<file path="src/rtl/instr_encoder_if.sv">
// Handshake bundle for instr_encoder: decoded fields in from the injector, packed word out to imem.
interface instr_encoder_if;
    logic        in_valid;
    logic        in_ready;
    logic [2:0]  in_fmt;
    logic [6:0]  in_opcode;
    logic [4:0]  in_rd;
    logic [4:0]  in_rs1;
    logic [4:0]  in_rs2;
    logic [2:0]  in_funct3;
    logic [6:0]  in_funct7;
    logic [31:0] in_imm;
    logic        out_valid;
    logic        out_ready;
    logic [31:0] out_instr;
    logic        out_err;

    modport master (
        output in_valid, in_fmt, in_opcode, in_rd, in_rs1, in_rs2,
               in_funct3, in_funct7, in_imm, out_ready,
        input  in_ready, out_valid, out_instr, out_err
    );

    modport slave (
        input  in_valid, in_fmt, in_opcode, in_rd, in_rs1, in_rs2,
               in_funct3, in_funct7, in_imm, out_ready,
        output in_ready, out_valid, out_instr, out_err
    );
endinterface

</file>
<file path="src/rtl/instr_encoder.sv">
// Two-stage RV32I instruction encoder (check, then pack) with saturating handshake counters.
// Optional immediate range check enabled by defining INSTR_ENC_RANGE_CHECK_EN.
module instr_encoder (
    input  logic                  clk,
    input  logic                  rst_n,
    instr_encoder_if.slave        bus,
    output logic [15:0]           enc_count,
    output logic [15:0]           err_count
);
    localparam int unsigned XLEN   = 32;
    localparam int unsigned CNT_W  = 16;
    localparam int unsigned FMT_W  = 3;
    localparam int unsigned OP_W   = 7;
    localparam int unsigned REG_W  = 5;
    localparam int unsigned F3_W   = 3;
    localparam int unsigned F7_W   = 7;

    localparam logic [XLEN-1:0]  NOP_INSTR = 32'h0000_0013;
    localparam logic [CNT_W-1:0] CNT_MAX   = '1;

    localparam logic [FMT_W-1:0] FMT_I = 3'd0;
    localparam logic [FMT_W-1:0] FMT_S = 3'd1;
    localparam logic [FMT_W-1:0] FMT_B = 3'd2;
    localparam logic [FMT_W-1:0] FMT_U = 3'd3;
    localparam logic [FMT_W-1:0] FMT_J = 3'd4;
    localparam logic [FMT_W-1:0] FMT_R = 3'd5;

    typedef struct packed {
        logic [FMT_W-1:0] fmt;
        logic [OP_W-1:0]  opcode;
        logic [REG_W-1:0] rd;
        logic [REG_W-1:0] rs1;
        logic [REG_W-1:0] rs2;
        logic [F3_W-1:0]  funct3;
        logic [F7_W-1:0]  funct7;
        logic [XLEN-1:0]  imm;
        logic             bad;
    } s1_t;

    logic             s1_valid_q, s1_valid_d;
    s1_t              s1_q, s1_d;
    logic             out_valid_q, out_valid_d;
    logic [XLEN-1:0]  out_instr_q, out_instr_d;
    logic             out_err_q, out_err_d;
    logic [CNT_W-1:0] enc_count_q, enc_count_d;
    logic [CNT_W-1:0] err_count_q, err_count_d;

    logic             s1_advance_c;
    logic             in_fire_c;
    logic             out_fire_c;
    logic             range_bad_c;
    logic             bad_c;
    logic [XLEN-1:0]  packed_c;

    // S1 may move forward whenever S2 is empty or draining this cycle.
    assign s1_advance_c = !out_valid_q || bus.out_ready;
    assign bus.in_ready = !s1_valid_q || s1_advance_c;
    assign in_fire_c    = bus.in_valid && bus.in_ready;
    assign out_fire_c   = out_valid_q && bus.out_ready;

    // Immediate range check on the incoming fields.
    always_comb begin
        range_bad_c = 1'b0;
`ifdef INSTR_ENC_RANGE_CHECK_EN
        case (bus.in_fmt)
            FMT_I, FMT_S: range_bad_c = (bus.in_imm[31:11] != '0) && (bus.in_imm[31:11] != '1);
            FMT_B:        range_bad_c = ((bus.in_imm[31:12] != '0) && (bus.in_imm[31:12] != '1))
                                        || bus.in_imm[0];
            FMT_J:        range_bad_c = ((bus.in_imm[31:20] != '0) && (bus.in_imm[31:20] != '1))
                                        || bus.in_imm[0];
            FMT_U:        range_bad_c = (bus.in_imm[11:0] != '0);
            default:      range_bad_c = 1'b0;
        endcase
`endif
        bad_c = (bus.in_fmt > FMT_R) || range_bad_c;
    end

    // S1: capture fields on input handshake, empty when passed on without refill.
    always_comb begin
        s1_valid_d = s1_valid_q;
        s1_d       = s1_q;
        if (in_fire_c) begin
            s1_valid_d  = 1'b1;
            s1_d.fmt    = bus.in_fmt;
            s1_d.opcode = bus.in_opcode;
            s1_d.rd     = bus.in_rd;
            s1_d.rs1    = bus.in_rs1;
            s1_d.rs2    = bus.in_rs2;
            s1_d.funct3 = bus.in_funct3;
            s1_d.funct7 = bus.in_funct7;
            s1_d.imm    = bus.in_imm;
            s1_d.bad    = bad_c;
        end else if (s1_advance_c) begin
            s1_valid_d = 1'b0;
        end
    end

    // Immediate scrambling per instruction format.
    always_comb begin
        packed_c = NOP_INSTR;
        case (s1_q.fmt)
            FMT_I: packed_c = {s1_q.imm[11:0], s1_q.rs1, s1_q.funct3, s1_q.rd, s1_q.opcode};
            FMT_S: packed_c = {s1_q.imm[11:5], s1_q.rs2, s1_q.rs1, s1_q.funct3,
                               s1_q.imm[4:0], s1_q.opcode};
            FMT_B: packed_c = {s1_q.imm[12], s1_q.imm[10:5], s1_q.rs2, s1_q.rs1, s1_q.funct3,
                               s1_q.imm[4:1], s1_q.imm[11], s1_q.opcode};
            FMT_U: packed_c = {s1_q.imm[31:12], s1_q.rd, s1_q.opcode};
            FMT_J: packed_c = {s1_q.imm[20], s1_q.imm[10:1], s1_q.imm[11], s1_q.imm[19:12],
                               s1_q.rd, s1_q.opcode};
            FMT_R: packed_c = {s1_q.funct7, s1_q.rs2, s1_q.rs1, s1_q.funct3, s1_q.rd, s1_q.opcode};
            default: packed_c = NOP_INSTR;
        endcase
        if (s1_q.bad) begin
            packed_c = NOP_INSTR;
        end
    end

    // S2: load from S1 when allowed, otherwise hold stable under backpressure.
    always_comb begin
        out_valid_d = out_valid_q;
        out_instr_d = out_instr_q;
        out_err_d   = out_err_q;
        if (s1_advance_c) begin
            out_valid_d = s1_valid_q;
            if (s1_valid_q) begin
                out_instr_d = packed_c;
                out_err_d   = s1_q.bad;
            end
        end
    end

    // Saturating statistics, advanced only by completed output handshakes.
    always_comb begin
        enc_count_d = enc_count_q;
        err_count_d = err_count_q;
        if (out_fire_c) begin
            if (enc_count_q != CNT_MAX) begin
                enc_count_d = enc_count_q + CNT_W'(1);
            end
            if (out_err_q && (err_count_q != CNT_MAX)) begin
                err_count_d = err_count_q + CNT_W'(1);
            end
        end
    end

    always_ff @(posedge clk or negedge rst_n) begin
        if (!rst_n) begin
            s1_valid_q  <= 1'b0;
            s1_q        <= '0;
            out_valid_q <= 1'b0;
            out_instr_q <= '0;
            out_err_q   <= 1'b0;
            enc_count_q <= '0;
            err_count_q <= '0;
        end else begin
            s1_valid_q  <= s1_valid_d;
            s1_q        <= s1_d;
            out_valid_q <= out_valid_d;
            out_instr_q <= out_instr_d;
            out_err_q   <= out_err_d;
            enc_count_q <= enc_count_d;
            err_count_q <= err_count_d;
        end
    end

    assign bus.out_valid = out_valid_q;
    assign bus.out_instr = out_instr_q;
    assign bus.out_err   = out_err_q;
    assign enc_count     = enc_count_q;
    assign err_count     = err_count_q;

endmodule
</file>
<file path="src/flat_wrapper.sv">
// flat-port wrapper written by rule: the top's interface ports become plain ports
module instr_encoder_flat 
  (clk, rst_n, enc_count, err_count, bus_in_valid, bus_in_fmt, bus_in_opcode, bus_in_rd, bus_in_rs1, bus_in_rs2, bus_in_funct3, bus_in_funct7, bus_in_imm, bus_out_ready, bus_in_ready, bus_out_valid, bus_out_instr, bus_out_err);
  instr_encoder_if bus_i ();
  input  logic clk;
  input  logic rst_n;
  output logic [15:0] enc_count;
  output logic [15:0] err_count;
  input wire logic [$bits(bus_i.in_valid)-1:0] bus_in_valid;
  input wire logic [$bits(bus_i.in_fmt)-1:0] bus_in_fmt;
  input wire logic [$bits(bus_i.in_opcode)-1:0] bus_in_opcode;
  input wire logic [$bits(bus_i.in_rd)-1:0] bus_in_rd;
  input wire logic [$bits(bus_i.in_rs1)-1:0] bus_in_rs1;
  input wire logic [$bits(bus_i.in_rs2)-1:0] bus_in_rs2;
  input wire logic [$bits(bus_i.in_funct3)-1:0] bus_in_funct3;
  input wire logic [$bits(bus_i.in_funct7)-1:0] bus_in_funct7;
  input wire logic [$bits(bus_i.in_imm)-1:0] bus_in_imm;
  input wire logic [$bits(bus_i.out_ready)-1:0] bus_out_ready;
  output wire logic [$bits(bus_i.in_ready)-1:0] bus_in_ready;
  output wire logic [$bits(bus_i.out_valid)-1:0] bus_out_valid;
  output wire logic [$bits(bus_i.out_instr)-1:0] bus_out_instr;
  output wire logic [$bits(bus_i.out_err)-1:0] bus_out_err;
  assign bus_i.in_valid = bus_in_valid;
  assign bus_i.in_fmt = bus_in_fmt;
  assign bus_i.in_opcode = bus_in_opcode;
  assign bus_i.in_rd = bus_in_rd;
  assign bus_i.in_rs1 = bus_in_rs1;
  assign bus_i.in_rs2 = bus_in_rs2;
  assign bus_i.in_funct3 = bus_in_funct3;
  assign bus_i.in_funct7 = bus_in_funct7;
  assign bus_i.in_imm = bus_in_imm;
  assign bus_i.out_ready = bus_out_ready;
  assign bus_in_ready = bus_i.in_ready;
  assign bus_out_valid = bus_i.out_valid;
  assign bus_out_instr = bus_i.out_instr;
  assign bus_out_err = bus_i.out_err;
  instr_encoder u_core (.clk(clk), .rst_n(rst_n), .bus(bus_i), .enc_count(enc_count), .err_count(err_count));
endmodule
</file>
<file path="config.mk">
export PLATFORM = sky130hd
export DESIGN_NAME = instr_encoder_flat
export DESIGN_NICKNAME = d
export VERILOG_FILES = /design/src/rtl/instr_encoder_if.sv /design/src/rtl/instr_encoder.sv /design/src/flat_wrapper.sv
export SDC_FILE = /design/constraint.sdc
export NUM_CORES = 1
export LEC_CHECK = 0
export CORE_ASPECT_RATIO = 1.25
export CORE_MARGIN = 1.5
export CORE_UTILIZATION = 39
export DETAILED_ROUTE_END_ITERATION = 6
export GPL_TIMING_DRIVEN = 0
export HOLD_SLACK_MARGIN = 0.12
export PLACE_DENSITY = 0.72
export SLEW_MARGIN = 0
export SYNTH_ARGS = -nofsm -noshare
export SYNTH_HDL_FRONTEND = slang
export SYNTH_SLANG_ARGS = --single-unit
</file>
<file path="constraint.sdc">
create_clock -name clk -period 1.7 [get_ports clk]
set_input_delay 0.255 -clock clk [delete_from_list [all_inputs] [get_ports clk]]
set_output_delay 0.255 -clock clk [all_outputs]
set_load 0.005 [all_outputs]
</file>
==> flow_metrics.env <==
export IMPL_status="completed"
export IMPL_diodes=0
export IMPL_crit_arrival_ns=1.41
export IMPL_synth_distinct_cells=48
export IMPL_cts_buffer_depth=2
export IMPL_worst_path_buf_inv=1
export IMPL_grt_ovfl_total=0
export IMPL_min_period_over_period_pct=97.7
export IMPL_yosysWarningCount=0
export IMPL_crit_path_end_kind="primary output"
export IMPL_placed_cell_area_sq_um=7760
export IMPL_netlist_top_cells_count="135 x dfrtp_1, 74 x mux2_2, 26 x nand2_1"
export IMPL_yosysSeqAreaShare_pct=55.4
export IMPL_area_delta_synth_final_pct=40.4
export IMPL_powerDensity_nw_per_um2=1220
export IMPL_final_cells=869
export IMPL_dieArea_sq_um=16400
export IMPL_ios=138
export IMPL_seq_area_sq_um=3400
export IMPL_syn_area_sq_um=6100
export IMPL_grt_max_degree=88
export IMPL_cts_sinks=135
export IMPL_hold_viol=0
export IMPL_yosysMostFrequentCell="dfrtp_1"
export IMPL_drc=0
export IMPL_globalplace_congestion=0.865
export IMPL_tightest_slew_ns=0.522
export IMPL_antenna_found_initial=0
export IMPL_slew_headroom_pct=65.2
export IMPL_root_buffer="clkbuf_16"
export IMPL_synth_top_area_cell="dfrtp_1"
export IMPL_startpoint_type="register"
export IMPL_p_leak_nw=3.52
export IMPL_first_pass_iters=5
export IMPL_cp_max_fo=4
export IMPL_htreeDepth=4
export IMPL_die_w_um=115
export IMPL_grt_use_total_pct=19.8
export IMPL_crit_required_ns=1.44
export IMPL_start_util_pct=40.3
export IMPL_grt_pass1_vias=4912
export IMPL_drtIter0Drc=343
export IMPL_final_util_pct=56.5
export IMPL_layout_drive_gt1_share_pct=26.8
export IMPL_hpwl_um=11200
export IMPL_fin_skew_ns=0.00604
export IMPL_slowest_delay_ns=0.54
export IMPL_clkTransAtPathRegs_ns=0.06
export IMPL_drv_cap=0
export IMPL_fillerInstances=1264
export IMPL_rows=50
export IMPL_vias=4674
export IMPL_wirelength_um=15300
export IMPL_cts_buffers=17
export IMPL_worst_hold_path_type="in2reg"
export IMPL_clk_latency_ns=0.41
export IMPL_dp_cells=830
export IMPL_cts_tree="built"
export IMPL_final_max_slew_violation_count=0
export IMPL_routedWlPerCell_um=17.6
export IMPL_setup_violations=0
export IMPL_cp_top_family="buffers and inverters"
export IMPL_placement_io_buffers=137
export IMPL_grt_pass1_wl_um=25000
export IMPL_yosys_most_used_dff="dfrtp_1"
export IMPL_final_area_sq_um=8560
export IMPL_fmax_mhz=602
export IMPL_postSynthAreaPerCell_sq_um=12.6
export IMPL_syn_inst=484
export IMPL_ys_ff_latch=135
export IMPL_min_period_ns=1.66
export IMPL_multi_input_area_sq_um=2670
export IMPL_nets=721
export IMPL_crit_type="reg2out"
export IMPL_async_flop_share_pct=100
export IMPL_via_per_inst=5.38
export IMPL_netlist_top_cells_area="dfrtp_1 55%, mux2_2 14%, a22o_1 2.3%"
export IMPL_peakVddDrop_mv=0.511
export IMPL_yosys_area_top_type_share_pct=55.4
export IMPL_drtAntennaViolNets=0
export IMPL_path_cells="clkdlybuf4s50_1"
export IMPL_cpMaxStageDelayCell="clkdlybuf4s50_1"
export IMPL_synthesis_nets=557
export IMPL_p_total_w=0.0105
export IMPL_synth_edf_count=0
export IMPL_fp_coreArea_sq_um=15100
export IMPL_die_h_um=143
==> worst min-delay path: stages <==
cell and delay (ns):
dlymetal6s2s_1 0.19, nand2b_1 0.19, nand2b_1 0.06
==> registers in the layout (all words and copies together), names as in the netlist <==
signal	count
u_core.bus.out_err	1
u_core.err_count	16
u_core.s1_q	68
u_core.bus.out_instr	32
u_core.s1_valid_q	1
u_core.bus.out_valid	1
u_core.enc_count	16
==> through the flow <==
stage               setup TNS, ns  hold WS [ns]  setup slack (ns)
floorplan                       0       -0.0406            0.0103
global placement          -696.50         0.459             -4.83
detailed placement         -43.92         0.228            -0.629
CTS                             0         0.346          0.000657
global route              -0.0191         0.361          -0.00958
finish                          0         0.331            0.0388
==> report_power, final <==
group,switching (W),internal [W]
registers,0.000503,0.00378
logic,0.000987,0.00146
clock network,0.00143,0.00231
==> cell type report <==
cell class	instances	share of cell area [%]
clock buffer	17	4.97
buffer	26	1.75
timing repair buffer	147	17.2
inverter	2	0.0877
multi-input combinational	319	31.2
sequential	135	39.7
tap	208	3.04
clock inverter	15	2.08
==> path summary, 6_finish.rpt <==
kind | from | to | slack (ns) | cells after the start
max in group asynchronous | rst_n | u_core.err_count[9] | 0.57 | 3
max | u_core.err_count[3] | err_count[3] | 0.04 | 1
max reg2reg | u_core.bus.out_valid | u_core.bus.out_instr[10] | 0.08 | 5
min in group asynchronous | rst_n | u_core.s1_q[37] | 0.35 | 2
min | bus_out_ready | u_core.bus.out_valid | 0.33 | 3
min reg2reg | u_core.bus.out_instr[31] | u_core.bus.out_instr[31] | 0.48 | 2
==> kinds of logic (layout without fill, tap and decap cells) <==
family	count (synthesis)	count (layout)	share of synthesized area, %
flops	135	135	55.4
simple gates	115	115	11.3
compound gates	92	92	11.5
mux	84	84	15.4
buf+inv	30	207	2.26
xor+xnor	26	26	3.74
fa+ha+maj	2	2	0.410
==> layer usage <==
layer	wire [um]	GRT usage [%]	vias up
met4	490	10.9	0
met5	0	0	-
met3	869	5.18	36
met1	6290	24.0	2325
met2	7670	32.1	175
li1	-	-	2138
==> repair_timing <==
item / 4_1_cts / 5_1_grt
pin swaps: 5 / 7
endpoints found under the setup margin: 61 / 86
hold buffers: 1 / 0
gates resized for setup: 20 / 34
endpoints found under the hold margin: 48 / 0
buffers inserted: 6 / 2
==> placed cells by master, fill, tap and decap left out, drive strengths merged, types with 3 or more instances in the layout <==
cell type | synthesis | layout
nor2 | 3 | 3
mux2 | 75 | 75
clkinvlp | 0 | 5
inv | 2 | 5
buf | 21 | 27
dfrtp | 135 | 135
clkbuf | 7 | 26
a22oi | 15 | 15
nand2b | 4 | 4
o21a | 4 | 4
a221o | 5 | 5
a22o | 16 | 16
nor4 | 14 | 14
mux2i | 9 | 9
o21ai | 15 | 15
bufinv | 0 | 3
clkdlybuf4s50 | 0 | 134
nor3 | 8 | 8
nand2 | 26 | 26
nand3 | 12 | 12
xor2 | 11 | 11
nand4 | 17 | 17
or2 | 3 | 3
and3 | 4 | 4
a21oi | 9 | 9
xnor2 | 15 | 15
clkinv | 0 | 4
o22a | 3 | 3
o22ai | 12 | 12
o221ai | 6 | 6
nor2b | 16 | 16
Power figures use the tool's default switching activity.
